**config.mk**
```make
export PLATFORM = sky130hd
export DESIGN_NAME = fetch_queue
export DESIGN_NICKNAME = d
export VERILOG_FILES = /design/src/rtl/pipeline_pkg.sv /design/src/rtl/fetch_fifo.sv /design/src/rtl/fetch_queue.sv
export SDC_FILE = /design/constraint.sdc
export NUM_CORES = 1
export LEC_CHECK = 0
export CAP_MARGIN = 10
export CORE_UTILIZATION = 50
export CTS_CLUSTER_DIAMETER = 30
export CTS_CLUSTER_SIZE = 40
export DETAILED_ROUTE_END_ITERATION = 7
export GPL_TIMING_DRIVEN = 1
export PLACE_DENSITY = 0.74
export SLEW_MARGIN = 20
export SYNTH_ARGS = -nofsm -noshare
export SYNTH_HDL_FRONTEND = slang
export SYNTH_SLANG_ARGS = --single-unit
```
**constraint.sdc**
```tcl
create_clock -name clk -period 6.61 [get_ports clk]
set_input_delay 1.322 -clock clk [delete_from_list [all_inputs] [get_ports clk]]
set_output_delay 1.322 -clock clk [all_outputs]
set_load 0.02 [all_outputs]
```
**src/rtl/pipeline_pkg.sv**
```systemverilog
// Shared fetch-pipeline types: FSM encoding, instruction width and PC step.
// Latency: n/a (types and constants only).
// Backpressure: n/a.
package pipeline_pkg;

  localparam int          INSTR_W = 32;
  localparam logic [31:0] PC_STEP = 32'd4;

  typedef enum logic [1:0] {
    IDLE    = 2'd0,
    REQ     = 2'd1,
    DISCARD = 2'd2
  } fetch_state_e;

  // One queue entry: fetched word plus the address of the following word.
  typedef struct packed {
    logic [INSTR_W-1:0] instr;
    logic [31:0]        pc_plus4;
  } fq_entry_t;

endpackage

```
**src/rtl/fetch_fifo.sv**
```systemverilog
// Synchronous DEPTH x W circular FIFO with flush; head is shown combinationally.
// Latency: a pushed word is visible at the head one cycle after the push edge.
// Backpressure: push is dropped when full unless a pop happens in the same cycle.
module fetch_fifo #(
  parameter int DEPTH = 4,
  parameter int W     = 64,
  localparam int PW   = $clog2(DEPTH),
  localparam int CW   = PW + 1
) (
  input  logic          clk,
  input  logic          rst_n,
  input  logic          push,
  input  logic          pop,
  input  logic          flush,
  input  logic [W-1:0]  wdata,
  output logic [CW-1:0] count,
  output logic [W-1:0]  head
);

  logic [W-1:0]  mem [DEPTH];
  logic [PW-1:0] wr_ptr;
  logic [PW-1:0] rd_ptr;
  logic          do_push;
  logic          do_pop;

  assign do_pop  = pop && (count != '0);
  assign do_push = push && ((count != CW'(DEPTH)) || do_pop);
  assign head    = mem[rd_ptr];

  // Pointer and occupancy update; flush empties the queue in one edge.
  always_ff @(posedge clk) begin
    if (!rst_n || flush) begin
      wr_ptr <= '0;
      rd_ptr <= '0;
      count  <= '0;
    end else begin
      if (do_push) wr_ptr <= wr_ptr + PW'(1);
      if (do_pop)  rd_ptr <= rd_ptr + PW'(1);
      count <= count + CW'(do_push) - CW'(do_pop);
    end
  end

  // Storage write; contents need no reset since count gates visibility.
  always_ff @(posedge clk) begin
    if (rst_n && !flush && do_push) mem[wr_ptr] <= wdata;
  end

endmodule

```
**src/rtl/fetch_queue.sv**
```systemverilog
// Instruction prefetch queue: sequential fetch over req/ack, redirect flush. Optional stats: FETCH_QUEUE_STATS_EN.
// Latency: request issues one cycle after reset/redirect; acked word reaches the head the next cycle.
// Backpressure: stall holds the head; fetching pauses (IDLE) once the queue would be full.
module fetch_queue
  import pipeline_pkg::*;
#(
  parameter int          DEPTH    = 4,
  parameter logic [31:0] RESET_PC = 32'h0000_0000
) (
  input  logic               clk,
  input  logic               rst_n,
  input  logic               redirect_valid,
  input  logic [31:0]        redirect_addr,
  input  logic               stall,
  output logic               out_valid,
  output logic [INSTR_W-1:0] out_instr,
  output logic [31:0]        out_pc_plus4,
  output logic               mem_req,
  output logic [31:0]        mem_addr,
  input  logic               mem_ack,
`ifdef FETCH_QUEUE_STATS_EN
  output logic [15:0]        discard_count,
  output logic [15:0]        stall_count,
`endif
  input  logic [INSTR_W-1:0] mem_rdata
);

  localparam int CW = $clog2(DEPTH) + 1;

  fetch_state_e  state_q, state_d;
  logic [31:0]   fetch_pc_q, fetch_pc_d;
  logic [31:0]   mem_addr_q, mem_addr_d;
  logic [31:0]   next_addr;
  logic [CW-1:0] count;
  logic [CW:0]   count_after_push;
  logic          push, pop, flush;
  fq_entry_t     wr_entry, head;

  assign next_addr        = mem_addr_q + PC_STEP;
  assign count_after_push = {1'b0, count} + (CW+1)'(1) - (CW+1)'(pop);
  assign wr_entry         = '{instr: mem_rdata, pc_plus4: next_addr};

  assign out_valid    = (count != '0);
  assign out_instr    = out_valid ? head.instr    : '0;
  assign out_pc_plus4 = out_valid ? head.pc_plus4 : '0;
  assign mem_req      = (state_q != IDLE);
  assign mem_addr     = mem_addr_q;

  fetch_fifo #(
    .DEPTH (DEPTH),
    .W     ($bits(fq_entry_t))
  ) u_fifo (
    .clk   (clk),
    .rst_n (rst_n),
    .push  (push),
    .pop   (pop),
    .flush (flush),
    .wdata (wr_entry),
    .count (count),
    .head  (head)
  );

  // Fetch FSM next-state: one outstanding request, redirect beats push/pop.
  always_comb begin
    state_d    = state_q;
    fetch_pc_d = fetch_pc_q;
    mem_addr_d = mem_addr_q;
    push       = 1'b0;
    flush      = 1'b0;
    pop        = out_valid && !stall && !redirect_valid;
    case (state_q)
      IDLE: begin
        if (redirect_valid) begin
          flush      = 1'b1;
          fetch_pc_d = redirect_addr;
          mem_addr_d = redirect_addr;
          state_d    = REQ;
        end else if (count < CW'(DEPTH)) begin
          mem_addr_d = fetch_pc_q;
          state_d    = REQ;
        end
      end
      REQ: begin
        if (redirect_valid) begin
          flush      = 1'b1;
          fetch_pc_d = redirect_addr;
          if (mem_ack) begin
            mem_addr_d = redirect_addr;
            state_d    = REQ;
          end else begin
            // Old request still in flight: keep its address until it acks.
            state_d = DISCARD;
          end
        end else if (mem_ack) begin
          push       = 1'b1;
          fetch_pc_d = next_addr;
          if (count_after_push < (CW+1)'(DEPTH)) begin
            mem_addr_d = next_addr;
            state_d    = REQ;
          end else begin
            state_d = IDLE;
          end
        end
      end
      DISCARD: begin
        if (redirect_valid) begin
          flush      = 1'b1;
          fetch_pc_d = redirect_addr;
        end
        if (mem_ack) begin
          mem_addr_d = redirect_valid ? redirect_addr : fetch_pc_q;
          state_d    = REQ;
        end
      end
      default: state_d = IDLE;
    endcase
  end

  // FSM, fetch PC and request address registers.
  always_ff @(posedge clk) begin
    if (!rst_n) begin
      state_q    <= IDLE;
      fetch_pc_q <= RESET_PC;
      mem_addr_q <= RESET_PC;
    end else begin
      state_q    <= state_d;
      fetch_pc_q <= fetch_pc_d;
      mem_addr_q <= mem_addr_d;
    end
  end

`ifdef FETCH_QUEUE_STATS_EN
  logic drop;
  assign drop = mem_ack && (((state_q == REQ) && redirect_valid) || (state_q == DISCARD));

  // Saturating counters for dropped acks and stalled-head cycles.
  always_ff @(posedge clk) begin
    if (!rst_n) begin
      discard_count <= '0;
      stall_count   <= '0;
    end else begin
      if (drop && (discard_count != 16'hFFFF))                 discard_count <= discard_count + 16'd1;
      if (out_valid && stall && (stall_count != 16'hFFFF))     stall_count   <= stall_count + 16'd1;
    end
  end
`endif

endmodule

```
# Word-level counts from Yosys, hierarchy flattened
# Memory sizes are Yosys's and may differ from the RTL's. A register that Yosys moved wholly into a read port is not among the register bits.
# Index checks and enable logic that the tools add are counted.
# word_totals
ff_bits,73
mem_bits_rw,256
inputBits,69
output_inout_bits,98
word_cells,77
mem_count,1
# memory_table
name,depth,word_bits,read_ports,rd_ports_with_merged_regs,write_ports,line_no,text
u_fifo.mem,4,64,1,1,1,fetch_fifo.sv:20,logic [W-1:0] mem [DEPTH];
# classes
order_cmp,2
muxes,31
n_reduce_logical,22
eq_ne,8
add_sub_neg,7
# ops
cell,count
32-bit two-way mux,12
32-bit one-hot mux with 3 select lines,1
32-bit one-hot mux with 2 select lines,1
32-bit by 3-bit adder with 32-bit output (second input constant),1
2-bit two-way mux,8
3-bit != test (second input constant),4
1-bit two-way mux,8
1-bit logical AND,6
2-bit one-hot mux with 3 select lines,1
3-bit nonzero test,2
5-bit AND reduction,1
2-bit by 1-bit adder with 2-bit output (second input constant),2
3-bit by 1-bit adder with 4-bit output (second input constant),1
1-bit zero test,4
4-bit by 3-bit less-than comparator with 1-bit output (second input constant),1
2-bit != test (second input constant),2
2-bit nonzero test,2
4-bit by 1-bit subtractor with 4-bit output,1
3-bit by 1-bit adder with 3-bit output,1
3-bit less-than comparator (second input constant),1
3-bit AND reduction,1
3-bit OR reduction,1
3-bit by 1-bit subtractor with 3-bit output,1
2-bit by 1-bit == test with 1-bit output (second input constant),1
other kinds (5),6

# Longest topological paths before layout
# Gate-level depths: netlist of run 1.
# depth
ltp_word,9
ltp_mapped,11
depth_no_buf,10

# Hierarchy
# A second synthesis of run 1 with hierarchy kept.
# unflattened
hier_cells,1046
hier_area_um2,14463.9
# by_module_without_submodules
module,area_each_um2,n_inst,cells_each,seq_area_each_um2
fetch_fifo,9671.8,1,381,7867.5
fetch_queue,4792.1,1,665,1321.3

# Least setup slack after synthesis of run 1
# OpenSTA, ideal clock, no wires.
# synth_path
path_kind,input to register
from,input redirect_valid
to,"memory u_fifo.mem[0][0], enable pin"
path_buffers,0
slack_ps,2401
cell_stages,4
setup_time_ps,429
arrival_ps,3780
required_ps,6181
path_cell_list,inv_1 > nand3_1 > a31oi_1 > and3_1
# synth_between
elab_chain_cells,8
elab_cells_between_ends,14
classes_between,mux: 6; reduce/logical: 8
# synth_rtl
element,line_no,text
"start, declared",fetch_queue.sv:12,"input logic redirect_valid,"
1-bit zero test,fetch_queue.sv:70,pop = out_valid && !stall && !redirect_valid;
1-bit logical AND,fetch_queue.sv:70,
1-bit logical AND,fetch_fifo.sv:26,assign do_pop = pop && (count != '0);
1-bit logical OR,fetch_fifo.sv:27,assign do_push = push && ((count != CW'(DEPTH)) || do_pop);
1-bit logical AND *,fetch_fifo.sv:27,
via u_fifo.do_push,fetch_fifo.sv:23,logic do_push;
1-bit logical AND *,fetch_fifo.sv:45,if (rst_n && !flush && do_push) mem[wr_ptr] <= wdata;
1-bit two-way mux *,fetch_fifo.sv:45,
1-bit two-way mux (implied by the code) *,fetch_fifo.sv:45,
"end, declared",fetch_fifo.sv:20,
# Mark *: on every way through the listed nets, which the timed path passes. The rest lies on a longest branch.

==> results of run 1 <==
==> cell usage in the layout, fill, tap and decap left out, types with 6 or more instances in the layout <==
cell	n
a211oi_1	8
a21oi_1	39
a222oi_1	7
a22o_1	7
a22oi_1	10
a31oi_1	6
and2_1	66
and3_1	9
buf_4	15
clkbuf_1	6
clkbuf_16	62
clkdlybuf4s50_1	165
clkinv_2	6
clkinv_4	8
dfxtp_1	73
edfxtp_1	256
ha_1	7
inv_1	18
inv_6	15
mux4_2	64
nand2_1	64
nand3_1	14
nand4_1	12
nor2_1	52
nor3_1	24
nor4_1	10
o21a_1	11
o21ai_0	37
o221a_2	11
o221ai_1	8
o22ai_1	8
o31a_1	6
xnor2_1	17
xor2_1	14
==> per-layer routing <==
metal	vias up	GRT usage [%]	part of all wire [%]	wire, um
li1	4354	-	-	-
met1	4906	36.20	41	15880
met2	567	42.60	48	18550
met3	91	3.914	7.9	3019
met4	0	8.657	2.3	868
met5	-	0	0	0
==> cell families after synthesis <==
| group | count (synthesis) | synth area share (%) |
|---|---|---|
| flip-flops | 331 | 63.65 |
| buffers and inverters | 91 | 2.626 |
| AND/OR/NAND/NOR | 294 | 10.95 |
| AO/OA/AOI/OAI | 195 | 9.629 |
| XOR/XNOR | 32 | 1.993 |
| multiplexers | 70 | 10.41 |
| adder cells (fa/ha/maj) | 8 | 0.7453 |
==> registers in the layout, summed over array words and instances (netlist names), named ones only <==
register       cells
u_fifo.mem       256
fetch_pc_q        32
mem_addr          32
u_fifo.count       3
state_q            2
u_fifo.rd_ptr      2
u_fifo.wr_ptr      2
==> tightest hold or removal path, cell delays in order (launching register included) <==
cell,delay [ps]
dfxtp_1,320
nor2_1,50
nor2_1,70
==> layout make-up <==
class / instances / area (um2) / share of cell area (%)
Clock inverter: 44 / 436.7 / 2.368
Tap cell: 378 / 473.0 / 2.565
Clock buffer: 71 / 1615 / 8.759
Timing Repair Buffer: 181 / 1769 / 9.594
Multi-Input combinational cell: 599 / 4882 / 26.47
Sequential cell: 331 / 9194 / 49.85
Inverter: 19 / 71.32 / 0.3867
==> through the flow <==
stage	power [W]	area, um2
final	0.005803	18440
after global routing	0.005952	18440
after CTS	0.005828	18440
after detailed placement	0.002787	16390
after global placement	0.002778	16390
after floorplan	0.002595	14440
==> where the power goes <==
group | switching, W | leakage, nW | internal [W]
Combinational | 0.000233 | 2.28 | 0.000169
Sequential | 0.0000649 | 2.95 | 0.00229
Clock | 0.00114 | 0.998 | 0.00191
==> how the worst max path moves through the flow <==
stage	slack (ps)	from	cells after the start	to
after floorplan	2400	redirect_valid	4	u_fifo.mem[0][0]
after global placement	1940	mem_ack	5	u_fifo.mem[0][26]
after detailed placement	1840	mem_ack	5	u_fifo.mem[2][22]
after CTS	1820	flip-flop	4	out_instr[31]
after global routing	1720	flip-flop	4	out_instr[24]
final	1930	flip-flop	4	out_instr[24]
==> impl_metrics.csv, run 1 <==
group,metric,value,unit
outcome,status,"completed",
hold_path,hp-class,"flip-flop to flip-flop",
sta,rsz0062_at_grt,"no",
cts,cts_root_buf,"clkbuf_16",
sta,relSlewSlack,29.00,%
die,ios,167,
hold_path,holdPathEnd,"fetch_pc_q[3]",
pwr,cellPowerDensity,314.7,nW/um2
sta,max_freq,213.5,MHz
setup_path,critPathLaunchType,"flip-flop",
sta,hold_violations,0,
final_layout,diodes,0,
sta,finalClockSkew,31.07,ps
global_routing,gr-usage-all-layers,26.17,%
synth,syn_area,14440,um2
final_layout,drive_above_1_share,18.23,%
hold_path,holdPathStages,2,
setup_path,reg2reg_from,"state_q[0]",
synth,yosysMostFrequentCell,"edfxtp_1",
cts,clock_latency,590,ps
drt,via_per_inst,6.111,
synth,synth_top_cell_area_share,53.25,%
setup_path,worst_path_max_delay_cell,"dfxtp_4",
setup_path,cp_num_buf_inv,2,
final_layout,final_util,65.66,%
hold_path,hold_start,"fetch_pc_q[3]",
cts,cts_setup_buffers,0,
drt,wl_per_cell,23.61,um
synth,yosys_register_bits,331,
synth,synth_edf_count,256,
drt,vias,9918,
global_routing,antenna_found_initial,0,
die,fp-row-count,61,
synth,yosysTopAreaCell,"edfxtp_1",
synth,async_flop_share,0,%
drt,drc,0,
pwr,peakVddDrop,0.2393,mV
cts,ctsHtreeMaxLevel,2,
place,place_ws,1843,ps
synth,synth_nets,1098,
final_layout,fillCellCount,1982,
drt,totalWireLength,38320,um
die,core_area,28090,um2
global_routing,grt_max_degree,67,
flow_run,cap_viol_max_count,0,
setup_path,reg2reg_depth,5,
setup_path,crit_required,5290,ps
synth,syn_inst,1021,
drt,ant_nets,0,
setup_path,crit_path_max_incr_delay,850,ps
cts,clk_pin_slew,50,ps
global_routing,grt_pass1_wl,57430,um
die,start_util,51.40,%
cts,cts.repair.resized,0,
setup_path,worst_path_dominant_cell_family,"buffers and inverters",
sta,setup_slack,1925,ps
place,dp_cells,1508,
setup_path,arrival,3360,ps
place,gp_congestion,0.8532,
sta,worstMarginPinSlew,1065,ps
synth,avgSynthCellArea,14.14,um2
drt,drt_iter0_markers,1064,
synth,synthFlopType,"edfxtp_1",
final_layout,fin_cells,1623,
synth,yosysUniqueCellTypes,79,
synth,yosys_warnings,0,
cts,clock_path_buffers,3,
final_layout,layout.nets,1270,
setup_path,path_max_fanout,39,
final_layout,area_delta_synth_final,27.74,%
sta,maxSlewViolCount,0,
sta,whs,484.0,ps
cts,cts_tree,"built",
synth,ys_seq_area_share,63.65,%
synth,netlist_top_cells_count,"edfxtp_1, dfxtp_1, and2_1",
sta,setup_viol,0,
die,dieArea,29560,um2
die,die_h,171.9,um
place,port_buffers,166,
setup_path,path_cells,"buf_4 -> mux4_2 -> and2_1 -> clkdlybuf4s50_1",
sta,finalCritPeriodShare,70.87,%
global_routing,overflow,0,
setup_path,rr_endpoint,"u_fifo.mem[2][59]",
global_routing,grt_pass1_vias,9741,
drt,drtPass1Iterations,5,
sta,fin_crit,4685,ps
cts,clock_sinks,331,
die,die_w,171.9,um
place,dp_hpwl,23670,um
cts,cts_made_buffers,61,
pwr,leakage,6.225,nW
cts,cts_hold_buf,0,
synth,synthTopCellsByArea,"edfxtp_1, dfxtp_1, mux4_2",
setup_path,reg2reg_setup_slack,2700,ps
sta,final.setup.tns,0,ps
setup_path,cp-end-kind,"primary output",
setup_path,crit_type,"flip-flop to primary output",
Note: power is estimated with default switching activity, not from simulation.
==> run 2, diff against run 1 <==
==> constraint.sdc (replaced) <==
create_clock -name clk -period 4.4 [get_ports clk]
set_input_delay 0.88 -clock clk [delete_from_list [all_inputs] [get_ports clk]]
set_output_delay 0.88 -clock clk [all_outputs]
set_load 0.02 [all_outputs]
==> run 2 against run 1 <==
Sequential power increased by 50%. Largest cell class unchanged. Global-route usage decreased by 1.4 points. Total power increased by 43%. Sequential share of layout area decreased by 0.064 points. Largest power group unchanged. Die area unchanged. Via count decreased by 1.2%. Utilization increased by 0.085 points. Final cell count increased by 0.12%. Register-to-register slack got worse by 1300 ps. Clock power increased by 37%. Flip-flop and latch count unchanged. Non-clock buffer count increased by 13.
==> impl_metrics.csv, run 2 (same netlist as run 1, synthesis figures left out) <==
group,metric,value,unit
global_routing,gr-usage-all-layers,24.76,%
setup_path,cp-end-kind,"primary output",
sta,finalCritPeriodShare,86.10,%
global_routing,grt_max_degree,70,
sta,max_freq,264.0,MHz
final_layout,drive_above_1_share,18.12,%
cts,cts_hold_buf,0,
die,die_w,171.9,um
pwr,power_frac_seq,42.5,%
die,fp-row-count,61,
place,gp_congestion,0.9408,
pwr,p_int,0.006306,W
setup_path,reg2reg_depth,5,
sta,relSlewSlack,31.01,%
sta,maxSlewViolCount,0,
final_layout,area_delta_synth_final,27.91,%
place,dp_hpwl,22820,um
cts,cts_made_buffers,56,
die,die_h,171.9,um
cts,clock_sinks,331,
final_layout,layout.nets,1278,
global_routing,grt_pass1_vias,9695,
hold_path,hp-class,"flip-flop to flip-flop",
sta,final.setup.tns,0,ps
pwr,cellPowerDensity,450.0,nW/um2
cts,clk_pin_slew,50,ps
pwr,power_frac_comb,7.4,%
setup_path,crit_required,3520,ps
sta,hold_violations,0,
sta,finalClockSkew,14.04,ps
sta,fin_crit,3788,ps
setup_path,path_max_fanout,26,
hold_path,hold_start,"fetch_pc_q[10]",
cts,clock_latency,570,ps
pwr,peakVddDrop,0.2744,mV
pwr,power_switching,0.002004,W
die,start_util,51.40,%
final_layout,final_common_cell,"edfxtp_1",
pwr,leakage,6.183,nW
drt,vias,9801,
setup_path,critPathLaunchType,"flip-flop",
flow_run,cap_viol_max_count,0,
cts,cts_root_buf,"clkbuf_16",
cts,cts.repair.resized,0,
final_layout,largest_reg_flops,256,
die,dieArea,29560,um2
setup_path,crit_type,"flip-flop to primary output",
global_routing,overflow,0,
cts,cts_tree,"built",
drt,ant_nets,0,
die,core_area,28090,um2
pwr,pwr-share-clk,50.1,%
sta,rsz0062_at_grt,"no",
outcome,status,"completed",
drt,wl_per_cell,21.98,um
drt,drt_iter0_markers,1068,
drt,via_per_inst,6.031,
sta,worstMarginPinSlew,1031,ps
pwr,switching_share,24.12,%
place,dp_cells,1521,
final_layout,fin_cells,1625,
global_routing,grt_pass1_wl,55260,um
final_layout,largest_register,"u_fifo.mem",
drt,drc,0,
place,port_buffers,166,
drt,drtPass1Iterations,5,
sta,setup_viol,0,
cts,ctsHtreeMaxLevel,2,
hold_path,holdPathStages,2,
die,ios,167,
global_routing,antenna_found_initial,0,
cts,cts_setup_buffers,0,
drt,totalWireLength,35710,um
final_layout,final_cell_mix,"edfxtp_1, clkdlybuf4s50_1, dfxtp_1, and2_1",
final_layout,diodes,0,
setup_path,reg2reg_from,"state_q[0]",
cts,clock_path_buffers,3,
setup_path,arrival,2910,ps
run 2: changes by cell type in the layout (fill, tap and decap cells not counted), sizes merged:
| cell | delta |
|---|---|
| bufinv | +1 |
| inv | -11 |
| clkinvlp | +8 |
| clkinv | +3 |
| buf | +13 |
| clkbuf | -12 |
run 2: final cells by class:
| class | count | area, um2 |
|---|---|---|
| timing repair buffer | 194 | 1992 |
| tap | 378 | 473.0 |
| inverter | 19 | 71.32 |
| clock inverter | 45 | 440.4 |
| fill | 2013 | 9622 |
| clock buffer | 59 | 1413 |
| multi-input combinational | 599 | 4882 |
| sequential | 331 | 9194 |
run 2: final timing paths:
path | end | slack [ps]
worst max register to register | mem_addr[15] | 1370
worst min register to register | fetch_pc_q[10] | 480
worst min-delay path | fetch_pc_q[10] | 480
worst max-delay path | out_pc_plus4[15] | 610
run 2: per-layer routing:
metal / GRT usage [%] / vias to the layer above / part of all wire [%]
met5: 0 / - / 0
met4: 8.234 / 0 / 2.4
met3: 4.898 / 70 / 8.6
met2: 39.94 / 527 / 48
met1: 33.76 / 4840 / 41
li1: - / 4364 / -
run 2: power groups by stage:
stage / logic (W) / registers, W / clock network, W
6_report: 0.000612 / 0.00353 / 0.00416
2_1_floorplan: 0.000319 / 0.00358 / 0
4_1_cts: 0.000604 / 0.00353 / 0.00421
3_5_place_dp: 0.000600 / 0.00359 / 0
3_3_place_gp: 0.000591 / 0.00359 / 0
5_1_grt: 0.000652 / 0.00354 / 0.00436
run 2: through the flow:
stage	instance area [um2]	util, %	power, W	setup slack [ps]	hold slack, ps
floorplan	14440	-	0.003899	633.4	440.2
global placement	16610	59.15	0.004179	971.7	455.5
detailed placement	16610	59.15	0.004191	934.5	469.2
CTS	18470	65.74	0.008344	530.0	475.9
global route	18470	65.74	0.008547	463.8	503.7
finish	18470	65.74	0.008310	611.5	484.0
run 2: critical path: stages, from the launching register on:
cell	delay, ps
dfxtp_4	690
buf_4	370
mux4_2	560
and2_1	170
clkdlybuf4s50_1	530
==> run 3, diff against run 2 <==
--- a/config.mk
+++ b/config.mk
@@ -5,7 +5,6 @@
 export SDC_FILE = /design/constraint.sdc
 export NUM_CORES = 1
 export LEC_CHECK = 0
-export CAP_MARGIN = 10
 export CORE_UTILIZATION = 50
 export CTS_CLUSTER_DIAMETER = 30
 export CTS_CLUSTER_SIZE = 40
==> results of run 3 <==
The final DEF is identical to that of run 2; final timing and power are the same.
